## src/rtl/tanh_5_slices.sv

```systemverilog
// Dual-lane, 3-stage pipelined tanh approximator on Q5.11 data using a 5-slice
// piecewise-linear fit on |x|. Define TANH5_ROUND_EN to round the product instead of truncating.
module tanh_5_slices (
  input  logic        clk,
  input  logic        rst_n,
  input  logic [15:0] x0_in,
  input  logic [15:0] x1_in,
  input  logic        valid_in,
  output logic [15:0] y0_out,
  output logic [15:0] y1_out,
  output logic        valid_out
);

  typedef enum logic [2:0] {
    SliceS0,
    SliceS1,
    SliceS2,
    SliceS3,
    SliceSat
  } slice_e;

  localparam logic [14:0] Brk1 = 15'd1024;
  localparam logic [14:0] Brk2 = 15'd2048;
  localparam logic [14:0] Brk3 = 15'd3072;
  localparam logic [14:0] Brk4 = 15'd5120;

`ifdef TANH5_ROUND_EN
  localparam logic [27:0] RoundBias = 28'd1024;
`else
  localparam logic [27:0] RoundBias = 28'd0;
`endif

  // Valid shift register: bit i qualifies the data held in stage i+1.
  logic [2:0] valid_q;

  logic [15:0] x_in [2];
  assign x_in[0] = x0_in;
  assign x_in[1] = x1_in;

  // Stage 1: magnitude, sign and slice index
  logic [14:0] abs_d   [2];
  slice_e      slice_d [2];
  logic [14:0] abs_q   [2];
  slice_e      slice_q [2];
  logic        neg1_q  [2];

  always_comb begin
    for (int l = 0; l < 2; l++) begin
      abs_d[l]   = x_in[l][14:0];
      slice_d[l] = SliceS0;
      // -32768 has no positive counterpart; clamp it to the largest magnitude.
      if (x_in[l] == 16'h8000) begin
        abs_d[l] = 15'h7fff;
      end else if (x_in[l][15]) begin
        abs_d[l] = 15'(-x_in[l]);
      end
      if (abs_d[l] < Brk1) begin
        slice_d[l] = SliceS0;
      end else if (abs_d[l] < Brk2) begin
        slice_d[l] = SliceS1;
      end else if (abs_d[l] < Brk3) begin
        slice_d[l] = SliceS2;
      end else if (abs_d[l] < Brk4) begin
        slice_d[l] = SliceS3;
      end else begin
        slice_d[l] = SliceSat;
      end
    end
  end

  always_ff @(posedge clk or negedge rst_n) begin
    if (!rst_n) begin
      for (int l = 0; l < 2; l++) begin
        abs_q[l]   <= '0;
        slice_q[l] <= SliceS0;
        neg1_q[l]  <= 1'b0;
      end
    end else if (valid_in) begin
      for (int l = 0; l < 2; l++) begin
        abs_q[l]   <= abs_d[l];
        slice_q[l] <= slice_d[l];
        neg1_q[l]  <= x_in[l][15];
      end
    end
  end

  // Stage 2: coefficient lookup and scaled product
  logic [10:0] m_sel   [2];
  logic [10:0] c_sel   [2];
  logic [27:0] prod    [2];
  logic [27:0] prod_sh [2];
  logic [11:0] sh_q    [2];
  logic [10:0] c_q     [2];
  logic        neg2_q  [2];

  always_comb begin
    for (int l = 0; l < 2; l++) begin
      m_sel[l] = 11'd0;
      c_sel[l] = 11'd0;
      unique case (slice_q[l])
        SliceS0: begin
          m_sel[l] = 11'd1893;
          c_sel[l] = 11'd0;
        end
        SliceS1: begin
          m_sel[l] = 11'd1227;
          c_sel[l] = 11'd333;
        end
        SliceS2: begin
          m_sel[l] = 11'd588;
          c_sel[l] = 11'd972;
        end
        SliceS3: begin
          m_sel[l] = 11'd167;
          c_sel[l] = 11'd1603;
        end
        // Saturated slice: zero slope, offset is the full-scale magnitude.
        SliceSat: begin
          m_sel[l] = 11'd0;
          c_sel[l] = 11'd2047;
        end
        default: begin
          m_sel[l] = 11'd0;
          c_sel[l] = 11'd0;
        end
      endcase
      prod[l]    = 28'(m_sel[l]) * 28'(abs_q[l]) + ((m_sel[l] != 11'd0) ? RoundBias : 28'd0);
      prod_sh[l] = prod[l] >> 11;
    end
  end

  // Shifted product never exceeds 12 bits for the slope/range pairs in use.
  logic unused_prod_hi;
  assign unused_prod_hi = ^{prod_sh[0][27:12], prod_sh[1][27:12]};

  always_ff @(posedge clk or negedge rst_n) begin
    if (!rst_n) begin
      for (int l = 0; l < 2; l++) begin
        sh_q[l]   <= '0;
        c_q[l]    <= '0;
        neg2_q[l] <= 1'b0;
      end
    end else if (valid_q[0]) begin
      for (int l = 0; l < 2; l++) begin
        sh_q[l]   <= prod_sh[l][11:0];
        c_q[l]    <= c_sel[l];
        neg2_q[l] <= neg1_q[l];
      end
    end
  end

  // Stage 3: offset add and sign restore
  logic [11:0] sum [2];
  logic [15:0] mag [2];
  logic [15:0] y_d [2];

  always_comb begin
    for (int l = 0; l < 2; l++) begin
      sum[l] = sh_q[l] + {1'b0, c_q[l]};
      mag[l] = {4'b0000, sum[l]};
      y_d[l] = neg2_q[l] ? 16'(-mag[l]) : mag[l];
    end
  end

  always_ff @(posedge clk or negedge rst_n) begin
    if (!rst_n) begin
      y0_out <= '0;
      y1_out <= '0;
    end else if (valid_q[1]) begin
      y0_out <= y_d[0];
      y1_out <= y_d[1];
    end
  end

  always_ff @(posedge clk or negedge rst_n) begin
    if (!rst_n) begin
      valid_q <= '0;
    end else begin
      valid_q <= {valid_q[1:0], valid_in};
    end
  end

  assign valid_out = valid_q[2];

endmodule

```

## config.mk

```make
export PLATFORM = sky130hd
export DESIGN_NAME = tanh_5_slices
export DESIGN_NICKNAME = d
export VERILOG_FILES = /design/src/rtl/tanh_5_slices.sv
export SDC_FILE = /design/constraint.sdc
export NUM_CORES = 1
export LEC_CHECK = 0
export ABC_CLOCK_PERIOD_IN_PS = 6900
export CAP_MARGIN = 20
export CORE_MARGIN = 2
export CORE_UTILIZATION = 45
export CTS_CLUSTER_SIZE = 16
export DETAILED_ROUTE_END_ITERATION = 6
export GPL_TIMING_DRIVEN = 0
export MAX_ROUTING_LAYER = met4
export SLEW_MARGIN = 20
export SYNTH_ARGS = -nofsm -noshare
export SYNTH_HDL_FRONTEND = slang
export SYNTH_SLANG_ARGS = --single-unit
```

## constraint.sdc

```tcl
create_clock -name clk -period 6.9 [get_ports clk]
set_clock_uncertainty 0.2 [all_clocks]
set_input_delay 2.07 -clock clk [delete_from_list [all_inputs] [get_ports clk]]
set_output_delay 2.07 -clock clk [all_outputs]
set_load 0.05 [all_outputs]
```

[Yosys cells after proc, flatten, opt, wreduce, memory -nomap -nowiden]
Cells that the tools add are included.
Word-level totals
  input bits: 35
  logic and storage cells: 61
  output and inout port bits: 33
  flip-flop bits (word level): 121
Cells by class
  add/subtract/negate cells: 6
  $lt $le $gt $ge: 8
  reduce and logical (&&, ||, !) cells: 2
  equality and inequality tests: 10
  multiplexer cells: 18
  multiply operators: 2
Operators by type and width (number)
  $pmux W11 S4: 4
  $lt A15 B12 Y1 const B: 4
  $mux W15: 4
  $mul A11 B15 Y23: 2
  $eq A16 B16 Y1 const B: 2
  $mux W16: 2
  $neg A12 Y16: 2
  $lt A15 B11 Y1 const B: 2
  $lt A15 B13 Y1 const B: 2
  $neg A15 Y15: 2
  $add A12 B11 Y12: 2
  $mux W3: 8
  $eq A3 B2 Y1 const B: 4
  $eq A3 B1 Y1 const B: 2
  $eq A3 B3 Y1 const B: 2
  $logic_not A3 Y1: 2

[Logic depth before layout (Yosys ltp)]
  word-level depth: 8
  depth in mapped cells: 26
  depth with buffers taken out: 25

[Worst setup path after synthesis]
OpenSTA, ideal clock, no wires.
  path type: reg-to-reg
  start point: register slice_q[2] (netlist bit)
  end point: register sh_q[9] (netlist bit)
  period minus slack after synthesis: 6154 ps
  data arrival time: 5829 ps
  slack: 746 ps
  stages on the path, launching flop included: 23
  cells stage by stage: dfrtp_1 -> buf_1 -> nor2_1 -> clkbuf_1 -> nand2_1 -> fa_1 -> inv_1 -> fa_1 -> fa_1 -> fa_1 -> inv_1 -> fa_1 -> inv_1 -> ha_1 -> nand2_1 -> or2_2 -> o221ai_1 -> a21oi_1 -> a31oi_1 -> a21oi_1 -> o21bai_1 -> xor2_1 -> mux2_2
On the way
  cells in the longest elaborated chain, start to end: 3
RTL lines
  from (decl): line 44  | slice_e slice_q [2];
  from (signal, indexed assignment): line 75  | slice_q[l] <= SliceS0;
  from (signal, indexed assignment): line 81  | slice_q[l] <= slice_d[l];
  $eq A3 B2 Y1 (tied with other cells): line 100  | unique case (slice_q[l])
  $pmux W11 S4 *: line 100
  $mul A11 B15 Y23 *: line 127  | prod[l] = 28'(m_sel[l]) * 28'(abs_q[l]) + ((m_sel[l] != 11'd0) ? RoundBias : 28'd0);
  to (signal, indexed assignment): line 145  | sh_q[l] <= prod_sh[l][11:0];
  to (decl): line 92  | logic [11:0] sh_q [2];
Mark *: on every way between the ends. The rest lies on a longest branch, timed or not.
A chain may end at the register's enable or synchronous reset.

[Final worst setup path]
  start point: register slice_q[0] (netlist bit)
  end point: register sh_q[9] (netlist bit)
Same word-level chain as after synthesis.

==> flow_summary.ini <==
[yosys]
synth_top_cell_area_share_pct = 26.3
synth_seq_cells = 113
synthDistinctLibCells = 65
yosysWarnings = 0
syn_avg_cell_area_um2 = 9.02
synth_area_um2 = 15100
yosysSeqAreaShare_pct = 18.8
syn-num-nets = 2051
synth_edf_count = 0
synth_top_area_cell = fa_1
ys.flop_type = dfrtp_1
async_reset_ff_share_pct = 100
ys_top_cells_by_area = fa_1 26%, dfrtp_1 19%, ha_1 12%, inv_1 7.6%, and2_1 4.6%
synth_cells = 1672

[flow_run]
cap_violations = 0

[floorplan]
die_h_um = 187
dieArea_um2 = 35000
die_w_um = 187
ios = 68
rows = 67
core_um2 = 33300
start_util_pct = 45.3

[clock_network]
tritoncts = yes
clkSinkCount = 113
cts.reportedPaths.clkPinSlew_ps = 60
cts_max_level = 4
cts_hold_buf = 0
cts_buffer_depth = 2
clock_latency_ps = 420
cts_buffers = 17
cts-root-buf = clkbuf_16

[global_routing]
grt_pass1_wl_um = 61400
groute.usage.overall_pct = 22.5
grt_remaining_overflow = 0
antenna_found_initial = 0
grt_max_degree = 78
grt_pass1_vias = 12100

[critical_path]
arrival_ps = 6700
cp-end-kind = flop
reg2reg_depth = 22
crit_fanout = 10
cp.required_ps = 7010
start_kind = flop
crit_type = flop to flop

[power_and_ir_drop]
power_density_nw_per_um2 = 285
p_leak_uw = 0.00868
peakVddDrop_v = 0.000167

[final_layout]
nets = 2142
fin_util_pct = 51.4
fill_cells = 3164
drive_above_1_share_pct = 7.49
seq_area_um2 = 2830
antenna_cells = 0
multi_input_area_um2 = 11000
final_cell_mix = 304 x inv_1, 198 x fa_1, 154 x nand2_1
syn2layout_area_growth_pct = 13.5
layout_commonest_cell = inv_1

[timing]
maxClockFrequency_mhz = 152
max_slew_margin_pct = 32.3
slew_viol_final = 0
finalSetupViolCount = 0
whs_ps = 173
min_period_ps = 6590
finalHoldViolations = 0
worstMarginPinSlew_ps = 1010
min_period_over_period_pct = 95.5
setup_ws_ps = 309

[drt]
dr.pass1.iters = 4
avgViaCountPerCell = 5.10
dr_total_vias = 11300
drt_wl_total_um = 35600
routedWlPerCell_um = 16.0
drt_iter0_drc = 515
drcViolationCount = 0
postRouteAntennaNets = 0

[place]
pre_cts_ws_ps = -859
io_buffers = 65
gp_congestion = 0.878
hpwl_um = 29500

[outcome]
status = finished, final reports clean

[worst_hold_path]
holdPathStages = 0
hp-class = flop to flop
==> worst max-delay path, cell delays in order, from the launching register on <==
cell and delay (ps):
dfrtp_1 400, buf_2 240, nor3_4 340, buf_2 340, nand2_1 120, fa_1 490, fa_1 540, inv_1 50
fa_1 450, fa_1 510, inv_1 100, fa_1 540, inv_1 40, ha_1 310, nand2_1 120, or2_2 330
o221ai_4 270, a21oi_2 160, a31oi_4 250, a21oi_1 130, o21bai_1 180, xor2_1 80, mux2_2 260
==> sequential cells by signal, summed over array words and instances (netlist names) <==
| register | flops |
|---|---|
| abs_q | 30 |
| sh_q | 24 |
| y0_out | 16 |
| y1_out | 16 |
| c_q | 14 |
| slice_q | 6 |
| valid_q | 3 |
| neg1_q | 2 |
| neg2_q | 2 |
==> worst paths after layout <==
check | endpoint | slack, ps | from
max | sh_q[9]$_DFFE_PN0P_ | 310 | slice_q[0]$_DFFE_PN0P_
max reg2reg | sh_q[9]$_DFFE_PN0P_ | 310 | slice_q[0]$_DFFE_PN0P_
max in group asynchronous | y0_out[8]$_DFFE_PN0P_ | 4420 | rst_n
min | valid_q[2]$_DFF_PN0_ | 170 | valid_q[1]$_DFF_PN0_
min reg2reg | valid_q[2]$_DFF_PN0_ | 170 | valid_q[1]$_DFF_PN0_
min in group asynchronous | abs_q[15]$_DFFE_PN0P_ | 1360 | rst_n
==> logic make-up (layout without fill, tap and decap cells) <==
| logic type | Yosys count | count (layout) | share of synthesized area (%) |
|---|---|---|---|
| flip-flops | 113 | 113 | 18.8 |
| AO/OA/AOI/OAI | 214 | 214 | 8.82 |
| XOR/XNOR | 100 | 100 | 5.81 |
| buffers and inverters | 372 | 476 | 9.30 |
| AND/OR/NAND/NOR | 492 | 492 | 16.2 |
| adder cells (fa/ha/maj) | 344 | 344 | 38.4 |
| multiplexers | 37 | 37 | 2.75 |
==> layout make-up <==
cell class	instances	share of cell area (%)
buffer	66	1.72
clock buffer	20	2.55
clock inverter	12	0.797
inverter	305	6.69
multi-input combinational	1187	64.2
sequential	113	16.5
tap	448	3.27
timing repair buffer	73	4.28
==> layer usage <==
| metal | global-route usage, % | vias up | part of all wire (%) |
|---|---|---|---|
| li1 | - | 5480 | - |
| met4 | 5.46 | 0 | 1.9 |
| met1 | 28.8 | 5665 | 45 |
| met3 | 2.53 | 43 | 3.1 |
| met5 | - | - | 0 |
| met2 | 38.3 | 153 | 50 |
==> synthesized netlist by cell type (3+ instances only) <==
| library cell | instances |
|---|---|
| a211oi_1 | 3 |
| a21o_1 | 15 |
| a21oi_1 | 82 |
| a31oi_1 | 8 |
| and2_1 | 110 |
| and3_1 | 29 |
| buf_1 | 8 |
| clkbuf_1 | 54 |
| clkbuf_2 | 4 |
| dfrtp_1 | 113 |
| fa_1 | 198 |
| ha_1 | 146 |
| inv_1 | 304 |
| mux2_2 | 35 |
| nand2_1 | 155 |
| nand2b_1 | 8 |
| nand3_1 | 15 |
| nand3b_1 | 3 |
| nand4_1 | 4 |
| nor2_1 | 109 |
| nor2b_1 | 6 |
| nor3_1 | 20 |
| o211ai_1 | 5 |
| o21a_1 | 9 |
| o21ai_0 | 44 |
| o22a_1 | 3 |
| o22ai_1 | 7 |
| o31ai_1 | 16 |
| or2_2 | 6 |
| or3_1 | 8 |
| or4_1 | 4 |
| xnor2_1 | 67 |
| xor2_1 | 33 |
==> power breakdown <==
group | switching [µW] | total [µW] | internal, µW | leakage, µW
Sequential | 143 | 1000 | 857 | 0.00131
Clock | 326 | 858 | 532 | 0.000271
Combinational | 1790 | 3030 | 1240 | 0.00710
Total | 2260 | 4890 | 2630 | 0.00868
==> repair_timing <==
| item | in CTS | in global routing |
|---|---|---|
| pin swaps | 0 | 4 |
| setup buffers | 0 | 7 |
| setup endpoints to repair | 16 | 10 |
| gates resized for setup | 28 | 43 |
==> through the flow <==
step	power, µW	setup TNS, ps	std cells	cell area, µm²
floorplan	3260	0	1672	15100
global placement	3980	-115470	2185	16300
detailed placement	4040	-6930	2186	16300
CTS	4930	0	2217	17000
global route	5380	-5.02	2224	17100
finish	4890	0	2224	17100
(Power assumes the default switching activity.)
